[config.mk]
export PLATFORM = sky130hd
export DESIGN_NAME = accumulator_ctrl
export DESIGN_NICKNAME = d
export VERILOG_FILES = /design/src/rtl/accumulator_ctrl.sv
export SDC_FILE = /design/constraint.sdc
export NUM_CORES = 1
export LEC_CHECK = 0
export CORE_MARGIN = 10
export CORE_UTILIZATION = 30
export DETAILED_ROUTE_END_ITERATION = 10
export SETUP_SLACK_MARGIN = 0.4
export SYNTH_ARGS = -nofsm -noshare
export SYNTH_HDL_FRONTEND = slang
export SYNTH_SLANG_ARGS = --single-unit
[constraint.sdc]
create_clock -name clk -period 2.7 [get_ports clk]
set_clock_uncertainty 0.05 [all_clocks]
set_input_delay 0.54 -clock clk [delete_from_list [all_inputs] [get_ports clk]]
set_output_delay 0.54 -clock clk [all_outputs]
set_load 0.01 [all_outputs]
[src/rtl/accumulator_ctrl.sv]
// rtl/accumulator_ctrl.sv - per-tile sequencer for the column accumulator and output buffer
//
// Walks each output tile through four phases: clear the accumulator, gate
// accumulation for k_len partial-sum beats, drain ARR_SIZE lanes to the output
// buffer at consecutive (wrapping) addresses, and then pulse done.
//
// Optional feature macro: ACC_CTRL_PERF_EN adds a saturating stall counter
// (stall_cnt) and its clear input (stall_clr).
//
// Ports:
//   clk               system clock, rising edge
//   rst               synchronous reset, active-low
//   start             one-cycle tile launch request
//   k_len             partial-sum beats to accumulate, sampled on accepted start
//   base_addr         first output buffer address, sampled on accepted start
//   psum_valid        array presents a valid partial-sum beat
//   ob_ready          output buffer accepts a word this cycle
//   stall_clr         (ACC_CTRL_PERF_EN) clears stall_cnt
//   stall_cnt         (ACC_CTRL_PERF_EN) ACCUM/STORE stall cycles, saturating
//   acc_reset         clears accumulator state
//   acc_en            accumulator adds the current beat
//   store_output      accumulator writes one lane to the output buffer
//   op_buffer_address write address for the current lane
//   busy              tile in progress
//   done              one-cycle tile-complete pulse
//   err               one-cycle pulse: start rejected because k_len == 0

module accumulator_ctrl #(
  parameter int ARR_SIZE = 4,
  parameter int K_W      = 8,
  parameter int ADDR_W   = 4
) (
  input  logic              clk,
  input  logic              rst,
  input  logic              start,
  input  logic [K_W-1:0]    k_len,
  input  logic [ADDR_W-1:0] base_addr,
  input  logic              psum_valid,
  input  logic              ob_ready,
`ifdef ACC_CTRL_PERF_EN
  input  logic              stall_clr,
  output logic [15:0]       stall_cnt,
`endif
  output logic              acc_reset,
  output logic              acc_en,
  output logic              store_output,
  output logic [ADDR_W-1:0] op_buffer_address,
  output logic              busy,
  output logic              done,
  output logic              err
);

  localparam int LANE_W = (ARR_SIZE > 1) ? $clog2(ARR_SIZE) : 1;
  localparam logic [LANE_W-1:0] LAST_LANE = LANE_W'(ARR_SIZE - 1);

  localparam logic [2:0] S_IDLE  = 3'd0;
  localparam logic [2:0] S_CLEAR = 3'd1;
  localparam logic [2:0] S_ACCUM = 3'd2;
  localparam logic [2:0] S_STORE = 3'd3;
  localparam logic [2:0] S_DONE  = 3'd4;

  logic [2:0]        state;
  logic [K_W-1:0]    k_len_q;
  logic [K_W-1:0]    beat_cnt;
  logic [ADDR_W-1:0] base_q;
  logic [LANE_W-1:0] lane;

  // Registered phase flags: acc_en/store_output are these ANDed with the
  // handshake inputs, so they never glitch on a state decode.
  logic accum_q;
  logic store_q;

  assign acc_en       = accum_q & psum_valid;
  assign store_output = store_q & ob_ready;

  always_ff @(posedge clk) begin
    if (!rst) begin
      state             <= S_IDLE;
      k_len_q           <= '0;
      beat_cnt          <= '0;
      base_q            <= '0;
      lane              <= '0;
      accum_q           <= 1'b0;
      store_q           <= 1'b0;
      acc_reset         <= 1'b0;
      op_buffer_address <= '0;
      busy              <= 1'b0;
      done              <= 1'b0;
      err               <= 1'b0;
    end else begin
      acc_reset <= 1'b0;
      done      <= 1'b0;
      err       <= 1'b0;

      case (state)
        S_IDLE: begin
          if (start) begin
            if (k_len != '0) begin
              k_len_q   <= k_len;
              base_q    <= base_addr;
              acc_reset <= 1'b1;
              busy      <= 1'b1;
              state     <= S_CLEAR;
            end else begin
              err <= 1'b1;
            end
          end
        end

        S_CLEAR: begin
          beat_cnt <= '0;
          accum_q  <= 1'b1;
          state    <= S_ACCUM;
        end

        S_ACCUM: begin
          if (psum_valid) begin
            beat_cnt <= beat_cnt + K_W'(1);
            if (beat_cnt == k_len_q - K_W'(1)) begin
              accum_q           <= 1'b0;
              store_q           <= 1'b1;
              lane              <= '0;
              op_buffer_address <= base_q;
              state             <= S_STORE;
            end
          end
        end

        S_STORE: begin
          // The address register tracks base + lane incrementally; ADDR_W
          // arithmetic gives the wrap for free. On the last lane it holds.
          if (ob_ready) begin
            if (lane == LAST_LANE) begin
              store_q <= 1'b0;
              busy    <= 1'b0;
              done    <= 1'b1;
              state   <= S_DONE;
            end else begin
              lane              <= lane + LANE_W'(1);
              op_buffer_address <= op_buffer_address + ADDR_W'(1);
            end
          end
        end

        S_DONE: begin
          state <= S_IDLE;
        end

        default: begin
          accum_q <= 1'b0;
          store_q <= 1'b0;
          busy    <= 1'b0;
          state   <= S_IDLE;
        end
      endcase
    end
  end

`ifdef ACC_CTRL_PERF_EN
  logic stall_now;

  assign stall_now = (accum_q & ~psum_valid) | (store_q & ~ob_ready);

  always_ff @(posedge clk) begin
    if (!rst) begin
      stall_cnt <= '0;
    end else if (stall_clr) begin
      stall_cnt <= '0;
    end else if (stall_now && (stall_cnt != 16'hFFFF)) begin
      stall_cnt <= stall_cnt + 16'd1;
    end
  end
`endif

endmodule

== Word level (Yosys, flattened, before mapping) ==
Index checks and enable logic that the tools add are counted.
Operators by class
  $add $sub $neg: 4
  eq/ne operators: 13
  mux-type cells: 33
  bitwise logic cells: 5
  reductions and logical operators: 16
Operators with widths (number)
  $mux 3: 6
  $mux 4: 4
  $pmux 8 s2: 1
  $reduce_and 5->1: 3
  $ne 2x2->1 const B: 7
  $pmux 3 s4: 1
  $reduce_and 3->1: 4
  $mux 1: 11
  $pmux 1 s3: 3
  $reduce_or 3->1: 3
  $add 8x1->8 const B: 1
  $eq 8x8->1: 1
  $mux 2: 4
  $mux 8: 1
  $pmux 4 s2: 1
  $reduce_bool 8->1: 1
  $sub 8x1->8 const B: 1
  $eq 3x2->1 const B: 2
  $reduce_and 6->1: 1
  $add 4x1->4 const B: 1
  $pmux 2 s2: 1
  $reduce_bool 2->1: 2
  $eq 3x1->1 const B: 1
  $eq 3x3->1 const B: 1
  other kinds (6): 9
Storage, ports and cells
  register bits after elaboration: 35
  input bits: 17
  output and inout port bits: 10
  logic and storage cells: 83

== Longest topological paths before layout ==
  word-level depth: 5
  gate-level depth with buffers: 9
  gate-level depth less buffers: 9

== Least setup slack after synthesis ==
No wires, ideal clock.
  kind: register -> register
  from: register k_len_q[0]
  to: register op_buffer_address[0]
  setup time: 0.119 ns
  arrival time: 1.835 ns
  data required time: 2.531 ns
  path slack: 0.697 ns
  cell stages (with the launch flop): 10
  buffers on the path: 0
  period minus slack after synthesis: 2.003 ns
  cell sequence: dfxtp_1 > inv_1 > ha_1 > or3b_1 > nor3_2 > xnor2_1 > and3_4 > a21oi_4 > nor2_1 > o221a_1
On the way
  word-level cells in the longest chain between the ends: 4
RTL lines
  from (decl): line 63  | logic [K_W-1:0] k_len_q;
  from (signal assigned): line 99  | k_len_q <= k_len;
  $sub 8x1->8: line 119  | if (beat_cnt == k_len_q - K_W'(1)) begin
  $eq 8x8->1: line 119
  $ne 2x2->1 (no source line)
  $reduce_and 5->1 (no source line)
  to (signal assigned): line 123  | op_buffer_address <= base_q;
  to (signal assigned): line 140  | op_buffer_address <= op_buffer_address + ADDR_W'(1);
  to (decl): line 47  | output logic [ADDR_W-1:0] op_buffer_address,
Every way passes these cells.
A chain may end at the register's enable or synchronous reset.

== Final worst setup path ==
  from: input port start
  to: register k_len_q[2]
On the way
  word-level cells in the longest chain between the ends: 1
RTL lines
  from (decl): line 35  | input logic start,
  $reduce_and 3->1 (no source line)
Every way passes these cells.

==> metrics <==
WL/cell=14.16 um; Antenna Cells=0; Switching Power=340.1 uW; Hold Path Class=reg2reg; portion of total power attributed to sequential cells=41.7%; pwr/cell area=575.1 nW/um2; Final Max Slew Viols=0; CP peak stage delay=510 ps; first-pass GRT wire length=7596 um; clk buf depth=2; vias per std cell=4.846; flops & latches, synth=35; slowest CP cell=clkdlybuf4s50_1; CTS Hold Bufs=0; worst setup path endpoint=k_len_q[2]; Filler cells=600; Mapped Cells=212; WP depth=6; top_reg_cell synth=dfxtp_1; CP bufs+invs=2; Max Cap Viol=0; Logic pwr share=16.4%; Peak Freq=0.4602 GHz; sequential share of the synthesized area=37.66%; row count=28; grt ovf=0; hold_ws=433.0 ps; commonest non-fill, non-tap cells in the layout=dfxtp_1 (34), nand2_1 (25), clkdlybuf4s50_1 (24); vias in the first global route=1,479; number of routed nets with antenna violations=0; CP Max Fanout=10; RSZ-0062 raised after global routing=no; most common cell after layout, fill and taps aside=dfxtp_1; initial antenna violation count=0; Worst-Skew Late Latency=290 ps; worst vdd ir=0.2069 mV; IO Count=27; share of cells above drive strength 1=11.07%; average size of a mapped cell=8.776 um2; sw frac=24.92%; post-synthesis async set-or-reset flop share=0%; Critical Path, Cell by Cell=clkdlybuf4s50_1, nor4b_1, nor2b_2, buf_4, mux2i_1, nor2b_1; top area cells in the synthesized netlist=dfxtp_1 (38%), mux2i_1 (7.0%), nand2_1 (5.0%); Num CTS Buffers=5; global placer's final weighted congestion=0.8199; die area=9752 um2; iteration-0 DRC count of the detailed router=87; via count=1,546; Setup Crit Path Kind=in2reg; Final #Nets=264; CTS clk-pin slew, worst paths=80 ps; Post-Syn Nets=233; die width=98.75 um; flop-to-flop setup slack=530 ps; crit end category=flip-flop; r2r endpoint=op_buffer_address[3]; post-layout util=39.85%; setup violators final=0; Synth Cell Area=1861 um2; cell accounting for the most synthesized area=dfxtp_1; Area growth syn-to-layout=27.57%; routed wire length=4517 um; P_int=1.025 mW; CP top delay family=buffers and inverters; Worst EP required=2840 ps; CTS sink cnt=35; final worst path period share=80.49%; min Tclk post-route=2173 ps; root buffer cell=clkbuf_8; crit path DAT=2310 ps; status=completed; largest net degree at the start of global routing=19; final hold violation count=0; Post-synth EDFFs=0; Reg2Reg Depth=8; Starting Density=31.24%; CORE AREA=5956 um2; measured slew at the worst slew-check pin=566.2 ps; Static Leak=0.8803 nW; I/O Buffers=26; Synth top area share=37.66%; Synthesis Warnings=0; DR pass1 iterations=4; setup TNS=0 ps; Synth cell types=49; Max-slew headroom=62.14%; worst hold path depth=2; worst r2r src=k_len_q[0]; GRT Overall Usage=9.309%; DRC=0; CTS tree=built; Clock Power Share=42.0%; CP Launch Type=primary input; H-tree levels=2; die height=98.75 um; Worst setup startpoint=start; Final HPWL DP=3233 um
sequential cells by signal (all words and copies together) (netlist names), 2 cells and up:
| signal | flops |
|---|---|
| beat_cnt | 8 |
| k_len_q | 8 |
| base_q | 4 |
| op_buffer_address | 4 |
| state | 3 |
| lane | 2 |
metrics by stage:
step	cell area, um2	cells	total power, mW	worst slack, ps
2_1_floorplan	1861	212	0.7206	696.6
5_1_grt	2374	319	1.428	414.9
3_5_place_dp	2206	309	0.7937	109.7
6_report	2374	319	1.365	526.8
3_3_place_gp	2206	309	0.7919	161.3
4_1_cts	2340	317	1.366	418.1
worst min-delay path by stage:
| stage | start | to |
|---|---|---|
| 2_1_floorplan | lane[1] | lane[1] |
| 3_3_place_gp | lane[1] | lane[1] |
| 3_5_place_dp | lane[1] | lane[1] |
| 4_1_cts | lane[1] | lane[1] |
| 5_1_grt | lane[1] | lane[1] |
| 6_report | lane[1] | lane[1] |
worst register-to-register path, delay by kind of cell (launching register included):
kind                   cells  cell delay (ps)
flip-flops                 1              350
AO/OA/AOI/OAI              5              760
AND/OR/NAND/NOR            2              700
buffers and inverters      1              180
power groups by stage:
stage | Clock (mW) | Sequential (mW) | Combinational (mW)
after floorplan | 0 | 0.569 | 0.151
after global placement | 0 | 0.582 | 0.210
after detailed placement | 0 | 0.581 | 0.213
after CTS | 0.585 | 0.569 | 0.212
after global routing | 0.606 | 0.573 | 0.249
final | 0.573 | 0.569 | 0.223
kinds of logic (layout without fill, tap and decap cells):
| family | Yosys count | count (layout) | share of synthesized area, % |
|---|---|---|---|
| AND/OR/NAND/NOR | 91 | 91 | 25.96 |
| AO/OA/AOI/OAI | 38 | 39 | 14.86 |
| flip-flops | 35 | 35 | 37.66 |
| XOR/XNOR | 16 | 16 | 7.532 |
| multiplexers | 14 | 14 | 7.599 |
| buffers and inverters | 14 | 45 | 3.698 |
| adder cells (fa/ha/maj) | 4 | 4 | 2.690 |
synth_stat cells, types with 2 or more instances:
cell	count
a211oi_1	3
a21boi_0	3
a21oi_1	4
and2_1	4
and3_1	4
buf_2	4
clkbuf_1	4
dfxtp_1	35
ha_1	4
inv_1	4
mux2i_1	13
nand2_1	25
nand2b_1	3
nand3_1	8
nor2_1	16
nor2b_1	15
nor3_1	2
o211ai_1	4
o21ai_0	9
o21ai_1	3
or4_1	3
xnor2_1	8
xor2_1	8
layout make-up:
cell class | instances | area (um2) | share of cell area, %
multi-input combinational | 164 | 1116 | 47.02
clock inverter | 3 | 67.56 | 2.847
sequential | 35 | 701.9 | 29.57
timing repair buffer | 33 | 310.3 | 13.07
tap | 75 | 93.84 | 3.954
clock buffer | 5 | 68.82 | 2.899
inverter | 4 | 15.01 | 0.6326
metal layers:
metal	global-route usage, %	wire length (um)	up-vias
li1	-	-	810
met1	12.17	2213	691
met2	13.53	1955	38
met3	3.352	280	7
met4	3.638	67	0
met5	0	0	-
what timing repair did:
item / 4_1_cts / 5_1_grt
pin swaps: 0 / 2
setup endpoints to repair: 2 / 16
setup buffers: 0 / 1
cloned: 0 / 1
resized for setup: 2 / 4
Note: power is estimated with default switching activity, not from simulation.
